<file path="src/rtl/rom_boot_loader.sv">
// Streams a program image into the platform ROM, then sequences the platform
// out of load mode through a settle cycle and a reset pulse into run mode.
module rom_boot_loader #(
  parameter int ROM_SIZE   = 16384,
  parameter int ADDR_W     = 14,
  parameter int RST_CYCLES = 1
) (
  input  logic              clk,
  input  logic              rst,
  input  logic              start,
  input  logic [7:0]        byte_in,
  input  logic              byte_valid,
  output logic              byte_ready,
  output logic [ADDR_W-1:0] sw_addr,
  output logic [7:0]        sw_din,
  output logic              we_n,
  output logic              mode,
  output logic              plat_rst,
  output logic              busy,
  output logic              done
);

  localparam int CNT_W = ADDR_W + 1;
  localparam int RC_W  = (RST_CYCLES > 1) ? $clog2(RST_CYCLES) : 1;
  localparam logic [CNT_W-1:0] CNT_LAST = CNT_W'(ROM_SIZE - 1);
  localparam logic [RC_W-1:0]  RC_LAST  = RC_W'(RST_CYCLES - 1);

  typedef enum logic [2:0] {
    IDLE,
    LOAD,
    LAST,
    SETTLE,
    PRST,
    RUN
  } state_t;

  state_t            state_q, state_d;
  logic [CNT_W-1:0]  cnt_q, cnt_d;
  logic [RC_W-1:0]   rc_q, rc_d;
  logic              ready_q, ready_d;
  logic [ADDR_W-1:0] addr_q, addr_d;
  logic [7:0]        din_q, din_d;
  logic              we_n_q, we_n_d;
  logic              mode_q, mode_d;
  logic              prst_q, prst_d;
  logic              busy_q, busy_d;
  logic              done_q, done_d;
  logic              hs;

  // byte_ready is the registered flag, so a byte is only taken while loading
  assign hs = byte_valid & ready_q;

  always_comb begin
    state_d = state_q;
    cnt_d   = cnt_q;
    rc_d    = rc_q;
    ready_d = ready_q;
    addr_d  = addr_q;
    din_d   = din_q;
    we_n_d  = 1'b1;
    mode_d  = mode_q;
    prst_d  = prst_q;
    busy_d  = busy_q;
    done_d  = done_q;

    case (state_q)
      IDLE, RUN: begin
        if (start) begin
          state_d = LOAD;
          cnt_d   = '0;
          ready_d = 1'b1;
          mode_d  = 1'b1;
          prst_d  = 1'b1;
          busy_d  = 1'b1;
          done_d  = 1'b0;
        end
      end
      LOAD: begin
        if (hs) begin
          addr_d = cnt_q[ADDR_W-1:0];
          din_d  = byte_in;
          we_n_d = 1'b0;
          cnt_d  = cnt_q + 1'b1;
          // final byte: stop accepting now so the counter cannot pass ROM_SIZE
          if (cnt_q == CNT_LAST) begin
            state_d = LAST;
            ready_d = 1'b0;
          end
        end
      end
      LAST: begin
        state_d = SETTLE;
        mode_d  = 1'b0;
      end
      SETTLE: begin
        state_d = PRST;
        rc_d    = '0;
      end
      PRST: begin
        if (rc_q == RC_LAST) begin
          state_d = RUN;
          prst_d  = 1'b0;
          busy_d  = 1'b0;
          done_d  = 1'b1;
        end else begin
          rc_d = rc_q + 1'b1;
        end
      end
      default: begin
        state_d = IDLE;
        ready_d = 1'b0;
        mode_d  = 1'b0;
        prst_d  = 1'b1;
        busy_d  = 1'b0;
        done_d  = 1'b0;
      end
    endcase
  end

  always_ff @(posedge clk or posedge rst) begin
    if (rst) begin
      state_q <= IDLE;
      cnt_q   <= '0;
      rc_q    <= '0;
      ready_q <= 1'b0;
      addr_q  <= '0;
      din_q   <= '0;
      we_n_q  <= 1'b1;
      mode_q  <= 1'b0;
      prst_q  <= 1'b1;
      busy_q  <= 1'b0;
      done_q  <= 1'b0;
    end else begin
      state_q <= state_d;
      cnt_q   <= cnt_d;
      rc_q    <= rc_d;
      ready_q <= ready_d;
      addr_q  <= addr_d;
      din_q   <= din_d;
      we_n_q  <= we_n_d;
      mode_q  <= mode_d;
      prst_q  <= prst_d;
      busy_q  <= busy_d;
      done_q  <= done_d;
    end
  end

  assign byte_ready = ready_q;
  assign sw_addr    = addr_q;
  assign sw_din     = din_q;
  assign we_n       = we_n_q;
  assign mode       = mode_q;
  assign plat_rst   = prst_q;
  assign busy       = busy_q;
  assign done       = done_q;

endmodule

</file>
<file path="config.mk">
export PLATFORM = sky130hd
export DESIGN_NAME = rom_boot_loader
export DESIGN_NICKNAME = d
export VERILOG_FILES = /design/src/rtl/rom_boot_loader.sv
export SDC_FILE = /design/constraint.sdc
export NUM_CORES = 1
export LEC_CHECK = 0
export ABC_AREA = 1
export BUFFER_PORTS_ARGS = -buffer_cell sky130_fd_sc_hd__clkbuf_2
export CORE_MARGIN = 2
export CORE_UTILIZATION = 55
export CTS_CLUSTER_DIAMETER = 60
export DETAILED_ROUTE_END_ITERATION = 7
export PLACE_DENSITY = 0.87
export SYNTH_ARGS = -nofsm -noshare
export SYNTH_HDL_FRONTEND = slang
export SYNTH_SLANG_ARGS = --single-unit
</file>
<file path="constraint.sdc">
create_clock -name clk -period 1.9 [get_ports clk]
set_input_delay 0.38 -clock clk [delete_from_list [all_inputs] [get_ports clk]]
set_output_delay 0.38 -clock clk [all_outputs]
set_load 0.02 [all_outputs]
</file>
Word-level counts from Yosys, hierarchy flattened --
Index checks and enable logic that the tools add are counted.
Word-level totals: bits in registers 47, input port bits 12, output and inout bits 28
Cells by class: add/subtract/negate cells 2, equality and inequality tests 10, muxes and demuxes 23, bitwise logic cells 4, reductions and logical operators 13
Operators with widths (number):
- $mux W15 | 2
- $pmux W15 S2 | 1
- $add A15 B1 Y15 const B | 1
- $eq A15 B14 Y1 const B | 1
- $pmux W3 S5 | 1
- $mux W3 | 4
- $pmux W1 S3 | 4
- $mux W1 | 9
- $reduce_or A3 Y1 | 3
- $ne A2 B2 Y1 const B | 4
- $reduce_and A4 Y1 | 2
- $eq A3 B2 Y1 const B | 2
- $eq A3 B3 Y1 const B | 2
- $reduce_and A3 Y1 | 2
- $pmux W1 S2 | 2
- $reduce_and A2 Y1 | 2
- $reduce_bool A2 Y1 | 2
- $eq A3 B1 Y1 const B | 1
- $logic_not A3 Y1 | 1
- $not A1 Y1 | 3
- $reduce_or A2 Y1 | 1
- $add A1 B1 Y1 const B | 1
- $and A1 B1 Y1 | 1

Depth between registers and ports, before layout --
depth after elaboration 4, depth in mapped cells 10

Worst setup path after synthesis --
OpenSTA, ideal clock, no wires.
path kind register to register, start point register cnt_q[1], end point register state_q[0], arrival time 1.217 ns, data required time 1.777 ns, setup slack 0.560 ns, stages on the path, launching flop included 11, period minus slack after synthesis 1.340 ns, path through dfrtp_1 -> ha_1 -> nand2_1 -> inv_2 -> nand2_2 -> nor2_2 -> nand2_1 -> nand2_1 -> nand2_1 -> nand2_1 -> o21ai_1
On the way: longest elaborated chain between the ends 3
RTL lines:
- start, declared | RTL line 38 | logic [CNT_W-1:0] cnt_q, cnt_d;
- start signal, assigned | RTL line 135 | cnt_q <= cnt_d;
- $eq A15 B14 Y1 | RTL line 85 | if (cnt_q == CNT_LAST) begin
- $ne A2 B2 Y1 (no source line)
- $reduce_and A4 Y1 (no source line)
- end signal, assigned | RTL line 134 | state_q <= state_d;
- end, declared | RTL line 37 | state_t state_q, state_d;
Every way passes these cells. A chain may end at the register's enable or synchronous reset.

Final worst setup path --
start point register state_q[1], end point register addr_q[4] (netlist: sw_addr[4])
On the way: longest elaborated chain between the ends 2
RTL lines:
- $eq A3 B1 Y1 | RTL line 66 | case (state_q)
- $reduce_and A2 Y1 (no source line)
- end signal, assigned | RTL line 138 | addr_q <= addr_d;
- end, declared | RTL line 41 | logic [ADDR_W-1:0] addr_q, addr_d;
Every way passes these cells.

==> results.py <==
metrics = {
    "status": {
        "status": "completed",
    },
    "power": {
        "leakagePower_nw": 1.33,
        "ir_drop_v": 0.000968,
        "powerDensity_mw_per_mm2": 1300,
    },
    "timing": {
        "finalWorstSetupSlack_ps": 203,
        "period_minus_slack_ps": 1700,
        "tns_ps": 0,
        "finalMaxSlewViolations": 0,
        "rsz0062_at_grt": "no",
        "finalSetupViolCount": 0,
        "tightest_slew_ps": 724,
        "hold_viol_final": 0,
        "fin_crit_sh": 0.893,
        "fmax_mhz": 589,
        "slew_headroom": 0.516,
        "skew_ps": 5.28,
    },
    "yosys": {
        "syn_nets": 279,
        "syn_inst": 266,
        "avgSynthCellArea_um2": 8.28,
        "synth_top_family_by_area": "simple AND/OR/NAND/NOR gates",
        "synthSimpleGateAreaFrac": 0.297,
        "synth_mux_area_frac": 0,
        "synth_seq_cells": 46,
        "synthXorXnorAreaFrac": 0.0119,
        "synth_compound_area_frac": 0.0994,
        "synth-seq-area-share": 0.524,
        "yosys.area_share.adder": 0.00568,
        "ys.warnings.count": 0,
        "ys_types": 23,
        "syn_area_mm2": 0.00220,
    },
    "layout": {
        "final_layout_size_suffix_gt1_frac": 0.252,
        "final-seq-area_mm2": 0.00115,
        "stdcell_area_mm2": 0.00253,
        "multiInputGateArea_um2": 912,
        "area_growth_pct": 15.0,
        "nNetsFinal": 321,
        "fillers": 346,
        "n_antenna_cell": 0,
    },
    "placed_design": {
        "dp_hpwl_mm": 3.17,
        "gp_congestion": 0.903,
        "portBuffers": 39,
        "place_area_mm2": 0.00245,
        "pre_cts_ws_ps": 216,
    },
    "worst_setup_path": {
        "path_class": "flop to flop",
        "start_kind": "flop",
        "cp_data_required_time_ps": 2070,
        "end_kind": "flop",
        "cp_max_fo": 32,
        "reg2reg_depth": 6,
        "arrival_ps": 1870,
    },
    "grt": {
        "antenna_found_initial": 0,
        "grt_pass1_wl_mm": 7.67,
        "grt_overflow": 0,
        "grt_pass1_vias": 1719,
        "grt_max_degree": 33,
        "grt_usage": 0.227,
    },
    "cts": {
        "root_buffer": "clkbuf_8",
        "cts_resized": 0,
        "insertion_delay_ps": 300,
        "path_clk_slew_ps": 80,
        "cts_inserted_buffers": 5,
        "postCtsHoldBufs": 0,
        "htree_levels": 2,
        "cts_setup_buffers": 0,
        "numClockSinks": 46,
        "cts_tree": "done",
        "cts_buffer_depth": 2,
    },
    "floorplanning": {
        "dieWidth_um": 67.3,
        "die_y_um": 67.3,
        "start_util": 0.563,
        "row_count": 23,
        "die_area_mm2": 0.00453,
        "core_area_mm2": 0.00391,
        "io_pins": 40,
    },
    "route": {
        "firstDrtPassIters": 4,
        "drc": 0,
        "routed_via_density": 5.06,
        "routed_wl_mm": 4.38,
        "antenna_left": 0,
        "route.detailed.wl_per_inst_um": 12.2,
        "drt-initial-drc-count": 122,
        "via_count": 1816,
    },
    "hold_path": {
        "min_path_type": "input port to async pin",
    },
    "run": {
        "maxCapViolCount": 0,
    },
}
## worst paths after layout
kind	endpoint	slack [ps]	startpoint
worst max-delay path	sw_addr[4]	200	state_q[1]
worst min-delay path	sw_addr[4]	60	rst
worst max register to register	sw_addr[4]	200	state_q[1]
worst min register to register	sw_addr[6]	480	sw_addr[6]
max in group asynchronous	plat_rst	1270	rst
min in group clk	sw_din[7]	280	byte_in[7]
## through the flow
step	util	power, mW	instances	hold WS, ps
floorplan	-	2.41	266	490
global placement	0.627	2.71	351	380
detailed placement	0.627	2.76	351	389
CTS	0.648	3.34	359	64.6
finish	0.648	3.31	359	56.0
global route	0.648	3.56	359	79.6
## cell type report
type,count,area share
Clock buffer,6,0.0286
Clock inverter,2,0.00395
Inverter,27,0.0400
Multi-Input combinational cell,187,0.360
Sequential cell,46,0.455
Tap cell,50,0.0247
Timing Repair Buffer,41,0.0879
## state kept, by name, summed over array words and instances (netlist names)
signal      flops
sw_din          8
we_n            1
plat_rst        1
done            1
byte_ready      1
sw_addr        14
state_q         3
cnt_q          15
mode            1
busy            1
## per-layer routing
layer  GRT usage  part of all wire  vias up
met5           0                 0        -
met2       0.364              0.47       48
met1       0.296              0.47      832
met3      0.0650             0.043        7
li1            -                 -      929
met4      0.0816             0.015        0
## report_power, final
group | switching, mW | total (mW) | internal (mW)
Combinational | 0.973 | 1.38 | 0.402
Clock | 0.316 | 0.571 | 0.255
Sequential | 0.141 | 1.36 | 1.22
## cell families (layout without fill, tap and decap cells)
kind of cell,count (synthesis),after routing
fa+ha+maj,1,1
compound gates,36,36
simple gates,147,147
flops,46,46
xor+xnor,3,3
buf+inv,33,76
## cell usage after synthesis
library cell	instances	share of area
buf_2	5	0.011
buf_6	1	0.0051
dfrtp_1	44	0.50
dfstp_2	2	0.024
ha_1	1	0.0057
inv_1	22	0.037
inv_2	5	0.0085
nand2_1	98	0.17
nand2_2	4	0.011
nand2_4	1	0.0051
nand3_1	16	0.036
nand3_2	3	0.014
nand4_1	4	0.011
nor2_1	14	0.024
nor2_2	3	0.0085
nor2_4	2	0.010
nor3_1	1	0.0023
nor3_4	1	0.0074
o21a_1	2	0.0068
o21ai_0	12	0.027
o21ai_1	13	0.030
o21ai_2	9	0.036
xor2_1	3	0.012
## layout by cell type, fill, tap and decap left out
cell type,Yosys,layout
o21ai_1,13,13
xor2_1,3,3
o21ai_2,9,9
nand2_1,98,98
clkinv_1,0,1
clkbuf_1,0,1
clkinv_2,0,2
inv_2,5,5
inv_1,22,21
buf_12,0,1
clkbuf_2,0,39
dfrtp_1,44,44
nor2_4,2,2
nor3_1,1,1
nand2_2,4,4
nor3_4,1,1
ha_1,1,1
o21a_1,2,2
nand2_4,1,1
clkbuf_8,0,5
nor2_1,14,14
nand3_1,16,16
nand4_1,4,4
buf_4,0,1
dfstp_2,2,2
o21ai_0,12,12
nor2_2,3,3
nand3_2,3,3
## worst max-delay path, cell delays in order (launching register included)
cell and delay (ps):
dfrtp_1 400, inv_2 150, nand3_2 180, nor2_4 310
inv_2 290, nand2_1 140, o21ai_1 80
No activity file was read; power rests on OpenSTA's default activity.
